`src/rtl/datamover_cmd_scheduler.sv`:
```
// datamover_cmd_scheduler
//   Round-robin sharing of one AXI DataMover command/status channel pair among
//   NUM_REQ requesters. Builds the 72-bit command with tag = requester index,
//   caps commands in flight, and routes returned statuses back by tag.
//
//   state    | meaning
//   ---------+----------------------------------------------------------
//   ST_IDLE  | command register empty; may grant one requester per cycle
//   ST_ISSUE | command register loaded; TVALID high until TREADY
module datamover_cmd_scheduler #(
   parameter int NUM_REQ         = 4,
   parameter int REQ_IDX_W       = 2,
   parameter int MAX_OUTSTANDING = 8,
   parameter int CMD_W           = 72,
   parameter int STS_W           = 8
) (
   input  logic                    clk,
   input  logic                    rstn,
   input  logic [NUM_REQ-1:0]      req_valid,
   output logic [NUM_REQ-1:0]      req_ready,
   input  logic [NUM_REQ*32-1:0]   req_addr,
   input  logic [NUM_REQ*23-1:0]   req_size,
   output logic                    M_AXIS_CMD_TVALID,
   input  logic                    M_AXIS_CMD_TREADY,
   output logic [CMD_W-1:0]        M_AXIS_CMD_TDATA,
   input  logic                    S_AXIS_STS_TVALID,
   output logic                    S_AXIS_STS_TREADY,
   input  logic [STS_W-1:0]        S_AXIS_STS_TDATA,
   output logic [NUM_REQ-1:0]      sts_valid,
   input  logic [NUM_REQ-1:0]      sts_ready,
   output logic [STS_W-1:0]        sts_data,
   output logic [3:0]              outstanding,
   output logic [7:0]              err_count
);

   typedef enum logic {
      ST_IDLE  = 1'b0,
      ST_ISSUE = 1'b1
   } state_t;

   localparam logic [REQ_IDX_W-1:0] LAST_IDX = REQ_IDX_W'(NUM_REQ - 1);
   localparam logic [3:0]           MAX_OUT  = 4'(MAX_OUTSTANDING);
   localparam logic [4:0]           NUM_TAGS = 5'(NUM_REQ);

   state_t                 state_q, state_d;
   logic [REQ_IDX_W-1:0]   rr_ptr_q, rr_ptr_d;
   logic [CMD_W-1:0]       cmd_q, cmd_d;
   logic [3:0]             outstanding_q, outstanding_d;
   logic [7:0]             err_q, err_d;

   logic                   grant_found;
   logic [REQ_IDX_W-1:0]   grant_idx;
   logic [REQ_IDX_W-1:0]   scan_idx;
   logic                   grant;
   logic [31:0]            sel_addr;
   logic [22:0]            sel_size;

   logic [3:0]             sts_tag;
   logic                   sts_tag_ok;
   logic [REQ_IDX_W-1:0]   sts_idx;
   logic                   sts_tready;
   logic                   sts_hs;
   logic                   bad_sts;

   logic                   cmd_hs;
   logic                   zero_drop;

   // Round-robin search: first valid requester at or after rr_ptr, wrapping.
   always_comb begin
      grant_found = 1'b0;
      grant_idx   = '0;
      scan_idx    = '0;
      for (int i = 0; i < NUM_REQ; i++) begin
         scan_idx = REQ_IDX_W'((int'(rr_ptr_q) + i) % NUM_REQ);
         if (!grant_found && req_valid[scan_idx]) begin
            grant_found = 1'b1;
            grant_idx   = scan_idx;
         end
      end
   end

   // Mux the winner's job fields out of the flattened request buses.
   always_comb begin
      sel_addr = '0;
      sel_size = '0;
      for (int k = 0; k < NUM_REQ; k++) begin
         if (REQ_IDX_W'(k) == grant_idx) begin
            sel_addr = req_addr[k*32 +: 32];
            sel_size = req_size[k*23 +: 23];
         end
      end
   end

   // A grant needs an empty command register and a free in-flight slot.
   always_comb begin
      grant     = (state_q == ST_IDLE) && (outstanding_q < MAX_OUT) && grant_found;
      req_ready = '0;
      if (grant) begin
         req_ready[grant_idx] = 1'b1;
      end
   end

   // Status routing by tag; unknown tags are swallowed and counted as errors.
   always_comb begin
      sts_tag    = S_AXIS_STS_TDATA[3:0];
      sts_tag_ok = ({1'b0, sts_tag} < NUM_TAGS);
      sts_idx    = sts_tag[REQ_IDX_W-1:0];
      sts_valid  = '0;
      sts_tready = 1'b1;
      if (sts_tag_ok) begin
         sts_valid[sts_idx] = S_AXIS_STS_TVALID;
         sts_tready         = sts_ready[sts_idx];
      end
      sts_hs  = S_AXIS_STS_TVALID && sts_tready;
      bad_sts = sts_hs && !sts_tag_ok;
   end

   // Next-state and command-register logic for the issue FSM.
   always_comb begin
      state_d   = state_q;
      rr_ptr_d  = rr_ptr_q;
      cmd_d     = cmd_q;
      zero_drop = 1'b0;
      cmd_hs    = 1'b0;
      case (state_q)
         ST_IDLE: begin
            if (grant) begin
               rr_ptr_d = (grant_idx == LAST_IDX) ? '0 : grant_idx + 1'b1;
               if (sel_size == '0) begin
                  zero_drop = 1'b1;
               end else begin
                  cmd_d   = CMD_W'({4'h0, 4'(grant_idx), sel_addr,
                                    1'b0, 1'b1, 6'h00, 1'b0, sel_size});
                  state_d = ST_ISSUE;
               end
            end
         end
         ST_ISSUE: begin
            if (M_AXIS_CMD_TREADY) begin
               cmd_hs  = 1'b1;
               state_d = ST_IDLE;
            end
         end
         default: state_d = ST_IDLE;
      endcase
   end

   // In-flight count: up on command handshake, down on any status handshake,
   // floored at zero so statuses left over from before a reset cannot wrap it.
   always_comb begin
      outstanding_d = outstanding_q;
      if (cmd_hs && !sts_hs) begin
         outstanding_d = outstanding_q + 4'd1;
      end else if (sts_hs && !cmd_hs && (outstanding_q != 4'd0)) begin
         outstanding_d = outstanding_q - 4'd1;
      end
   end

   // Error counter; a zero-size drop and a bad-tag status can land together.
   always_comb begin
      logic [8:0] err_sum;
      err_sum = {1'b0, err_q} + 9'(zero_drop) + 9'(bad_sts);
      err_d   = (err_sum > 9'd255) ? 8'hFF : err_sum[7:0];
   end

   // State and datapath registers with synchronous active-low reset.
   always_ff @(posedge clk) begin
      if (!rstn) begin
         state_q       <= ST_IDLE;
         rr_ptr_q      <= '0;
         cmd_q         <= '0;
         outstanding_q <= '0;
         err_q         <= '0;
      end else begin
         state_q       <= state_d;
         rr_ptr_q      <= rr_ptr_d;
         cmd_q         <= cmd_d;
         outstanding_q <= outstanding_d;
         err_q         <= err_d;
      end
   end

   assign M_AXIS_CMD_TVALID = (state_q == ST_ISSUE);
   assign M_AXIS_CMD_TDATA  = cmd_q;
   assign S_AXIS_STS_TREADY = sts_tready;
   assign sts_data          = S_AXIS_STS_TDATA;
   assign outstanding       = outstanding_q;
   assign err_count         = err_q;

endmodule

```
`config.mk`:
```
export PLATFORM = sky130hd
export DESIGN_NAME = datamover_cmd_scheduler
export DESIGN_NICKNAME = d
export VERILOG_FILES = /design/src/rtl/datamover_cmd_scheduler.sv
export SDC_FILE = /design/constraint.sdc
export NUM_CORES = 1
export LEC_CHECK = 0
export BUFFER_PORTS_ARGS = -buffer_cell sky130_fd_sc_hd__buf_2
export CORE_AREA = 2 2 132 134
export CTS_CLUSTER_SIZE = 10
export DETAILED_ROUTE_END_ITERATION = 16
export DIE_AREA = 0 0 134 136
export HOLD_SLACK_MARGIN = 0.03
export PLACE_DENSITY = 0.7
export REMOVE_ABC_BUFFERS = 1
export SLEW_MARGIN = 20
export SYNTH_ARGS = -nofsm -noshare
export SYNTH_HDL_FRONTEND = slang
export SYNTH_SLANG_ARGS = --single-unit
```
`constraint.sdc`:
```
create_clock -name clk -period 6.4 [get_ports clk]
set_clock_uncertainty 0.05 [all_clocks]
set_input_delay 0 -clock clk [delete_from_list [all_inputs] [get_ports clk]]
set_output_delay 0 -clock clk [all_outputs]
set_load 0.01 [all_outputs]
```
==> flow_summary_export.csv, run 1 <==
group,metric,value,unit
final_layout,synthToLayoutAreaGrowth,43.12,%
yosys,syn-cell-area,5238,um^2
yosys,ys_top_cells_by_area,"dfxtp_1 (28%), nand2_1 (13%), mux2i_1 (10%), a21oi_1 (5.6%), buf_4 (3.4%)",
place,portBuffers,319,
outcome,outcome,"finished, final reports clean",
critical_path,rr_startpoint,"rr_ptr_q[1]",
clock_tree,cts_hold_buf,39,
grt,grt_max_degree,68,
sta,hold_slack,0.04601,ns
critical_path,path_max_fanout,67,
yosys,synth_edf_count,0,
final_layout,seqCellArea,1461,um^2
final_layout,multi_input_area,3378,um^2
yosys,synth_top_cell_by_area,"dfxtp_1",
sta,tightest_slew,1.013,ns
worst_hold_path,whs_path_depth,5,
yosys,ys.flop_type,"dfxtp_1",
clock_tree,cts_sinks,73,
sta,min_period,5.498,ns
clock_tree,cts_made_buffers,9,
floorplanning,fp.dieH,136,um
critical_path,critPathLaunchType,"flip-flop",
place,routabilityCongestion,0.8342,
detailed_routing,num_vias,6267,
power_and_ir_drop,power,2.687,mW
worst_hold_path,min_path_type,"input port to flip-flop",
worst_hold_path,min-delay-start,"req_addr[84]",
final_layout,most-common-layout-cells,"buf_2 (318), nand2_1 (188), dfxtp_1 (73)",
yosys,synth_top_area_share,27.90,%
run,max-cap-violations,0,
yosys,synth_seq_cells,73,
clock_tree,clk_latency,0.33,ns
clock_tree,postCtsSetupBuffers,0,
power_and_ir_drop,ir_drop,0.0001351,V
sta,rsz0062_at_grt,"false",
power_and_ir_drop,p_per_area,358.5,nW/um^2
worst_hold_path,min_to,"M_AXIS_CMD_TDATA[52]",
yosys,synthArstFlopShare,0,%
critical_path,reg2reg_depth,14,
detailed_routing,ant_nets,0,
clock_tree,htreeDepth,3,
sta,fmax,181.9,MHz
final_layout,design_area,7496,um^2
clock_tree,cts_resized,0,
critical_path,crit_required,6.57,ns
final_layout,final_nets,1265,
detailed_routing,avgViaCountPerCell,5.022,
sta,final_hold_viol_count,0,
detailed_routing,drc,0,
yosys,synth.distinct_cells,59,
sta,finalSetupViolCount,0,
clock_tree,root_buffer,"clkbuf_16",
floorplanning,pin_count,342,
clock_tree,clkTransAtPathRegs,0.06,ns
yosys,syn_inst,707,
power_and_ir_drop,p_leak,3.577,nW
floorplanning,initial_core_util,31.03,%
yosys,avgSynthCellArea,7.408,um^2
floorplanning,rows,48,
grt,antenna_found_initial,3,
grt,grt_pass1_wl,29220,um
critical_path,r2r_end,"M_AXIS_CMD_TDATA[13]",
place,dp_slack,1.039,ns
sta,max-slew-margin-rel,32.49,%
place,place_area,6799,um^2
grt,grt_pass1_vias,5892,
final_layout,fill_cells,1730,
detailed_routing,drtIter0Drc,397,
clock_tree,cts_buffer_depth,2,
sta,worst_slack,0.9024,ns
floorplanning,coreArea,16880,um^2
critical_path,reg2reg_slack,0.90,ns
critical_path,cp-end-kind,"flip-flop",
clock_tree,cts_tree,"yes",
floorplanning,dieWidth,134,um
grt,grt_overflow,0,
sta,period_share,85.90,%
final_layout,layout_commonest_cell,"buf_2",
yosys,seq_area_frac_synth,27.90,%
sta,fin_tns_setup,0,ns
grt,grtUsageTotal,20.31,%
detailed_routing,first_pass_iters,5,
detailed_routing,wl,19310,um
yosys,yosys_warnings,0,
detailed_routing,wl_per_cell,15.47,um
sta,slew_violations,0,
floorplanning,die_area,18220,um^2
critical_path,critical_path_arrival,5.67,ns
final_layout,drive_above_1_share,34.48,%
place,dp_hpwl,14220,um
critical_path,crit_start,"rr_ptr_q[1]",
critical_path,path_class,"flip-flop to flip-flop",
## area by class of cell
class / instances / area share (%)
multi-input cells: 560 / 45.07
repair buffers: 365 / 27.24
flip-flops and latches: 73 / 19.50
well taps: 225 / 3.756
clock buffers: 9 / 3.005
clock inverters: 7 / 1.018
inverters: 7 / 0.3505
diodes: 2 / 0.06677
## kinds of logic after synthesis
logic type,count (synthesis),synth area share [%]
flip-flops,73,27.90
buffers and inverters,87,8.911
AO/OA/AOI/OAI,176,22.10
multiplexers,55,10.75
adder cells (fa/ha/maj),9,2.437
other,1,0.07160
AND/OR/NAND/NOR,299,26.66
XOR/XNOR,7,1.171
## cell usage after synthesis, types with 10 or more instances
| cell type | instances |
|---|---|
| nand3_1 | 10 |
| or3_1 | 10 |
| o21ai_0 | 26 |
| nor2b_1 | 14 |
| buf_4 | 24 |
| o211a_1 | 10 |
| o22ai_1 | 22 |
| dfxtp_1 | 73 |
| nand3b_1 | 23 |
| a21oi_1 | 59 |
| o31ai_1 | 12 |
| nor2_1 | 19 |
| mux2i_1 | 54 |
| nand2_1 | 188 |
| a221oi_1 | 12 |
| clkbuf_1 | 45 |
## where the power goes
part | switching [mW] | internal [mW] | total (mW)
Sequential | 0.0881 | 0.609 | 0.697
Combinational | 0.841 | 0.634 | 1.48
Clock | 0.210 | 0.305 | 0.515
Total | 1.14 | 1.55 | 2.69
## per-stage QoR
step | util (%) | std cells
2_1_floorplan | - | 640
3_3_place_gp | 40.29 | 1191
3_5_place_dp | 40.29 | 1191
4_1_cts | 44.39 | 1246
5_1_grt | 44.40 | 1247
6_report | 44.42 | 1248
## metal layers
layer	share of wire, %	global-route usage (%)
met4	2.4	7.624
met3	7.2	4.996
met2	48	34.33
met5	0.067	0
met1	42	24.99
## worst max path at each step
stage                                 to  slack (ns)  cells past startpoint
finish              M_AXIS_CMD_TDATA[13]        0.90                     14
global route        M_AXIS_CMD_TDATA[13]        0.53                     14
CTS                 M_AXIS_CMD_TDATA[13]        0.95                     14
detailed placement          err_count[1]        1.04                     18
global placement            err_count[1]        1.23                     18
floorplan           M_AXIS_CMD_TDATA[20]        0.75                     10
## critical path, stage by stage, from the launching register on
cell and delay (ns):
dfxtp_1 0.43, mux2i_1 0.23, nor2_1 0.05, a311oi_1 0.80
inv_1 0.18, ha_2 0.25, buf_4 0.30, nand2b_1 0.79
o22ai_1 0.23, a31oi_1 0.25, nand4bb_1 0.27, o31a_1 0.54
buf_4 0.33, o32ai_1 0.10, dlygate4sd3_1 0.57
## sequential cells by signal, indices dropped and copies added (netlist names)
signal and flops:
err_count 8, M_AXIS_CMD_TVALID 1, M_AXIS_CMD_TDATA 58, outstanding 4
rr_ptr_q 2
No activity file was read; power rests on OpenSTA's default activity.
==> inputs of run 2 (changes only) <==
--- a/config.mk
+++ b/config.mk
@@ -6,12 +6,12 @@
 export NUM_CORES = 1
 export LEC_CHECK = 0
 export BUFFER_PORTS_ARGS = -buffer_cell sky130_fd_sc_hd__buf_2
-export CORE_AREA = 2 2 132 134
+export CORE_AREA = 2 2 134 136
 export CTS_CLUSTER_SIZE = 10
 export DETAILED_ROUTE_END_ITERATION = 16
-export DIE_AREA = 0 0 134 136
+export DIE_AREA = 0 0 136 138
 export HOLD_SLACK_MARGIN = 0.03
-export PLACE_DENSITY = 0.7
+export PLACE_DENSITY = 0.71
 export REMOVE_ABC_BUFFERS = 1
 export SLEW_MARGIN = 20
 export SYNTH_ARGS = -nofsm -noshare
==> constraint.sdc (replaced) <==
create_clock -name clk -period 5 [get_ports clk]
set_clock_uncertainty 0.05 [all_clocks]
set_input_delay 0 -clock clk [delete_from_list [all_inputs] [get_ports clk]]
set_output_delay 0 -clock clk [all_outputs]
set_load 0.01 [all_outputs]
==> run 2 against run 1 <==
  * Fmax increased by 19%
  * Non-clock buffer count increased by 3
  * Via count increased by 1.0%
  * Final area increased by 0.10%
  * Sequential power increased by 29%
  * Final cell count increased by 0.72%
  * First-iteration DRC count decreased by 13%
  * Global-route usage increased by 0.083 points
  * Total power increased by 28%
  * Critical endpoint is now err_count[3]
  * Highest routed layer unchanged
==> flow_summary_export.csv, run 2 (synthesis results as in run 1) <==
group,metric,value,unit
sta,hold_slack,0.03547,ns
critical_path,crit_required,5.21,ns
final_layout,fill_cells,1822,
grt,grt_max_degree,56,
run,max-cap-violations,0,
grt,grtUsageTotal,20.39,%
floorplanning,initial_core_util,29.87,%
final_layout,final_nets,1268,
sta,tightest_slew,1.026,ns
detailed_routing,num_vias,6330,
place,dp_hpwl,14720,um
final_layout,largest_register_ffs,58,
detailed_routing,first_pass_iters,5,
grt,antenna_found_initial,4,
floorplanning,rows,49,
sta,max-slew-margin-rel,31.43,%
worst_hold_path,min_path_type,"input port to flip-flop",
floorplanning,die_area,18770,um^2
power_and_ir_drop,ir_drop,0.0002055,V
clock_tree,cts_tree,"yes",
sta,period_share,92.27,%
critical_path,critPathLaunchType,"flip-flop",
sta,final_hold_viol_count,0,
clock_tree,cts_buffer_depth,2,
detailed_routing,wl,20050,um
sta,min_period,4.613,ns
critical_path,path_class,"flip-flop to flip-flop",
clock_tree,root_buffer,"clkbuf_16",
sta,fmax,216.8,MHz
clock_tree,htreeDepth,3,
critical_path,cp-end-kind,"flip-flop",
grt,grt_overflow,0,
floorplanning,dieWidth,136,um
detailed_routing,drtIter0Drc,347,
sta,rsz0062_at_grt,"false",
clock_tree,clkTransAtPathRegs,0.06,ns
place,routabilityCongestion,0.8946,
power_and_ir_drop,p_leak,3.579,nW
sta,worst_slack,0.3867,ns
sta,slew_violations,0,
floorplanning,coreArea,17530,um^2
final_layout,layout_commonest_cell,"buf_2",
grt,grt_pass1_vias,5841,
detailed_routing,wl_per_cell,15.95,um
clock_tree,clk_latency,0.34,ns
final_layout,synthToLayoutAreaGrowth,43.26,%
floorplanning,pin_count,342,
clock_tree,cts_made_buffers,9,
detailed_routing,drc,0,
final_layout,most-common-layout-cells,"buf_2 (318), nand2_1 (188), dfxtp_1 (73)",
critical_path,critical_path_arrival,4.82,ns
detailed_routing,avgViaCountPerCell,5.036,
power_and_ir_drop,p_per_area,458.1,nW/um^2
critical_path,path_max_fanout,22,
clock_tree,postCtsSetupBuffers,0,
floorplanning,fp.dieH,138,um
place,dp_slack,0.4092,ns
clock_tree,cts_sinks,73,
grt,grt_pass1_wl,30410,um
final_layout,drive_above_1_share,34.86,%
detailed_routing,ant_nets,0,
outcome,outcome,"finished, final reports clean",
sta,fin_tns_setup,0,ns
place,portBuffers,319,
final_layout,seqCellArea,1461,um^2
final_layout,multi_input_area,3378,um^2
sta,finalSetupViolCount,0,
run 2: cell types whose count changed in the layout (fill, tap and decap cells not counted), moves of 2 or more:
cell           delta
buf_4             +6
clkbuf_8          +2
diode_2           +2
dlygate4sd3_1     -3
inv_6             -2
run 2: power by group:
group	switching [mW]	total (mW)	internal, mW
combinational	1.09	1.91	0.823
clock	0.268	0.630	0.363
sequential	0.116	0.896	0.780
run 2: final cells by class:
class,instances,area share [%]
multi-input combinational,560,45.02
antenna,4,0.1334
clock buffer,12,3.418
inverter,7,0.3502
clock inverter,4,0.3668
tap,229,3.819
timing repair buffer,368,27.41
sequential,73,19.48
run 2: metal layers:
layer / share of wire, % / routed length (um) / global-route usage (%)
met5: 0.065 / 13 / 0
met1: 44 / 8765 / 26.79
met3: 8.0 / 1602 / 5.281
met2: 45 / 9111 / 32.19
met4: 2.8 / 560 / 7.237
run 2: worst max-delay path, cell delays in order, from the launching register on:
cell,delay [ns]
dfxtp_1,0.42
mux2i_1,0.21
nor2_1,0.06
a311oi_1,0.30
buf_4,0.21
ha_2,0.42
inv_2,0.26
o22ai_1,0.33
o2111ai_1,0.16
or4_4,0.58
or3_1,0.35
nor2_1,0.15
fa_1,0.24
ha_1,0.23
and3_1,0.23
nand3_1,0.16
a21oi_1,0.16
run 2: what timing repair did:
action / CTS / global route
resized for setup: 0 / 0
hold buffers: 36 / 0
hold endpoints to repair: 36 / 0
run 2: final timing paths:
path,startpoint,depth (start not counted),end,slack [ns]
max reg2reg,rr_ptr_q[1],16,err_count[3],0.39
min reg2reg,M_AXIS_CMD_TDATA[39],2,M_AXIS_CMD_TDATA[39],0.40
min,req_size[61],4,M_AXIS_CMD_TDATA[15],0.04
max,rr_ptr_q[1],16,err_count[3],0.39
run 2: stage by stage:
step	cells	area, um^2	util (%)	total power [mW]
5_1_grt	1256	7501	42.78	3.699
3_5_place_dp	1201	6849	39.06	2.792
2_1_floorplan	640	4846	-	2.109
4_1_cts	1253	7493	42.74	3.459
6_report	1257	7503	42.79	3.437
3_3_place_gp	1201	6849	39.06	2.764
==> inputs of run 3 (changes only) <==
--- a/config.mk
+++ b/config.mk
@@ -5,7 +5,7 @@
 export SDC_FILE = /design/constraint.sdc
 export NUM_CORES = 1
 export LEC_CHECK = 0
-export BUFFER_PORTS_ARGS = -buffer_cell sky130_fd_sc_hd__buf_2
+export BUFFER_PORTS_ARGS = -buffer_cell sky130_fd_sc_hd__buf_4
 export CORE_AREA = 2 2 134 136
 export CTS_CLUSTER_SIZE = 10
 export DETAILED_ROUTE_END_ITERATION = 16
==> run 3 against run 2 <==
  * First-iteration DRC count grew 18%
  * Sequential power increased by 1%
  * Core utilization rose by 4.9 points
  * Total power is 5.4% higher
  * Wire length rose by 4.1%
  * Final cell count grew 0.24%
  * Global-route usage is 0.77 points higher
  * Via count increased by 0.95%
  * Sequential share of layout area is 2.0 points lower
  * Combinational power up 10%
==> flow_summary_export.csv, run 3 (synthesis results as in run 1) <==
group,metric,value,unit
power_and_ir_drop,p_leak,3.827,nW
floorplanning,coreArea,17530,um^2
critical_path,path_max_fanout,29,
worst_hold_path,min_path_type,"input port to flip-flop",
place,dp_hpwl,15300,um
critical_path,path_class,"flip-flop to flip-flop",
critical_path,cp-end-kind,"flip-flop",
grt,antenna_found_initial,0,
detailed_routing,wl_per_cell,16.58,um
detailed_routing,drc,0,
sta,finalSetupViolCount,0,
floorplanning,dieWidth,136,um
sta,min_period,4.518,ns
floorplanning,rows,49,
clock_tree,cts_buffer_depth,2,
floorplanning,die_area,18770,um^2
grt,grtUsageTotal,21.16,%
detailed_routing,drtIter0Drc,410,
sta,period_share,90.35,%
grt,grt_max_degree,56,
detailed_routing,ant_nets,0,
outcome,outcome,"finished, final reports clean",
grt,grt_pass1_wl,31560,um
power_and_ir_drop,p_per_area,433.4,nW/um^2
critical_path,reg2reg_slack,0.48,ns
critical_path,rr_startpoint,"rr_ptr_q[1]",
detailed_routing,first_pass_iters,4,
grt,grt_pass1_vias,6032,
worst_hold_path,min_to,"M_AXIS_CMD_TDATA[53]",
final_layout,final_cells,1260,
final_layout,diodes,0,
place,dp.cells,1204,
clock_tree,clkTransAtPathRegs,0.06,ns
final_layout,layout_commonest_cell,"buf_4",
power_and_ir_drop,power,3.624,mW
run,max-cap-violations,0,
floorplanning,pin_count,342,
worst_hold_path,whs_path_depth,5,
sta,rsz0062_at_grt,"false",
final_layout,largest_register_ffs,58,
critical_path,crit_chain,"mux2i_1 -> nor2_1 -> a311oi_1 -> buf_4 -> ha_4 -> buf_4 -> o211a_1 -> o22ai_1 -> or4_4 -> or3_1 -> nor2_1 -> fa_1 -> ha_1 -> and3_1 -> nand3_1 -> a21oi_1",
critical_path,crit_buf_inv,2,
clock_tree,cts_sinks,73,
detailed_routing,num_vias,6390,
clock_tree,clk_latency,0.34,ns
final_layout,fill_cells,1755,
final_layout,final_core_util,47.69,%
clock_tree,root_buffer,"clkbuf_16",
place,routabilityCongestion,0.9276,
worst_hold_path,min-delay-start,"req_addr[117]",
detailed_routing,avgViaCountPerCell,5.071,
final_layout,most-common-layout-cells,"buf_4 (335), nand2_1 (188), dfxtp_1 (73)",
power_and_ir_drop,ir_drop,0.0002059,V
place,portBuffers,319,
sta,final_hold_viol_count,0,
sta,fmax,221.4,MHz
sta,tightest_slew,0.9819,ns
floorplanning,initial_core_util,29.87,%
grt,grt_overflow,0,
clock_tree,cts_made_buffers,9,
sta,slew_violations,0,
sta,hold_slack,0.05169,ns
critical_path,crit_required,5.21,ns
final_layout,drive_above_1_share,35.01,%
final_layout,final_nets,1275,
sta,max-slew-margin-rel,34.40,%
critical_path,r2r_end,"err_count[3]",
detailed_routing,wl,20890,um
critical_path,critPathTopFamily,"simple AND/OR/NAND/NOR gates",
critical_path,cp_slowest_cell,"or4_4",
final_layout,synthToLayoutAreaGrowth,59.65,%
clock_tree,htreeDepth,3,
critical_path,critPathLaunchType,"flip-flop",
critical_path,critical_path_arrival,4.73,ns
clock_tree,cts_tree,"yes",
critical_path,reg2reg_depth,16,
critical_path,cp_slowest_stage_delay,0.58,ns
floorplanning,fp.dieH,138,um
run 3: cell count changes in the layout (fill, tap and decap cells not counted), sizes merged:
cell,change
dlygate4sd3,+3
diode,-4
buf,+4
clkbuf,-2
clkinv,+2
run 3: worst reg2reg max path, delay by kind of cell, from the launching register on:
family	cells	cell delay, ns
simple gates	6	1.56
fa+ha+maj	3	0.82
compound gates	4	0.79
buf+inv	2	0.58
flops	1	0.42
mux	1	0.21
run 3: worst max-delay path by stage:
stage / slack [ns] / end / startpoint / cells after the start
floorplan: -0.65 / M_AXIS_CMD_TDATA[20] / rr_ptr_q[1] / 10
global placement: 0.57 / err_count[0] / rr_ptr_q[1] / 18
detailed placement: 0.40 / err_count[5] / rr_ptr_q[1] / 17
CTS: 0.34 / err_count[5] / rr_ptr_q[1] / 17
global route: 0.09 / err_count[5] / rr_ptr_q[1] / 16
finish: 0.48 / err_count[3] / rr_ptr_q[1] / 16
run 3: power breakdown:
group	internal, mW	leakage, nW	total [mW]	switching, mW
logic	1.00	3.10	2.11	1.11
clock network	0.337	0.125	0.606	0.269
registers	0.780	0.600	0.908	0.128
run 3: per-layer routing:
layer	track usage [%]	routed length (um)
met5	0	0
met2	35.04	9963
met1	26.89	8696
met3	4.144	1557
met4	8.333	667
run 3: area by class of cell:
class                   count  area (um^2)  share of cell area [%]
flip-flops and latches     73         1461                   17.48
repair buffers            375         2920                   34.92
multi-input cells         560         3393                   40.58
clock buffers              10        229.0                   2.738
clock inverters             6        45.04                  0.5387
inverters                   7        26.28                  0.3142
well taps                 229        286.5                   3.427
run 3: repair_timing:
item | in CTS | in global routing
setup buffers | 0 | 1
hold endpoints to repair | 39 | 0
hold buffers | 39 | 0
resized for setup | 0 | 2
setup endpoints to repair | 0 | 7
run 3: through the flow:
step / setup slack [ns] / cell area [um^2] / TNS, ns
finish: 0.4823 / 8362 / 0
global route: 0.08971 / 8362 / 0
CTS: 0.3413 / 8332 / 0
detailed placement: 0.3986 / 7667 / 0
global placement: 0.5709 / 7667 / 0
floorplan: -0.6534 / 4846 / -26.86
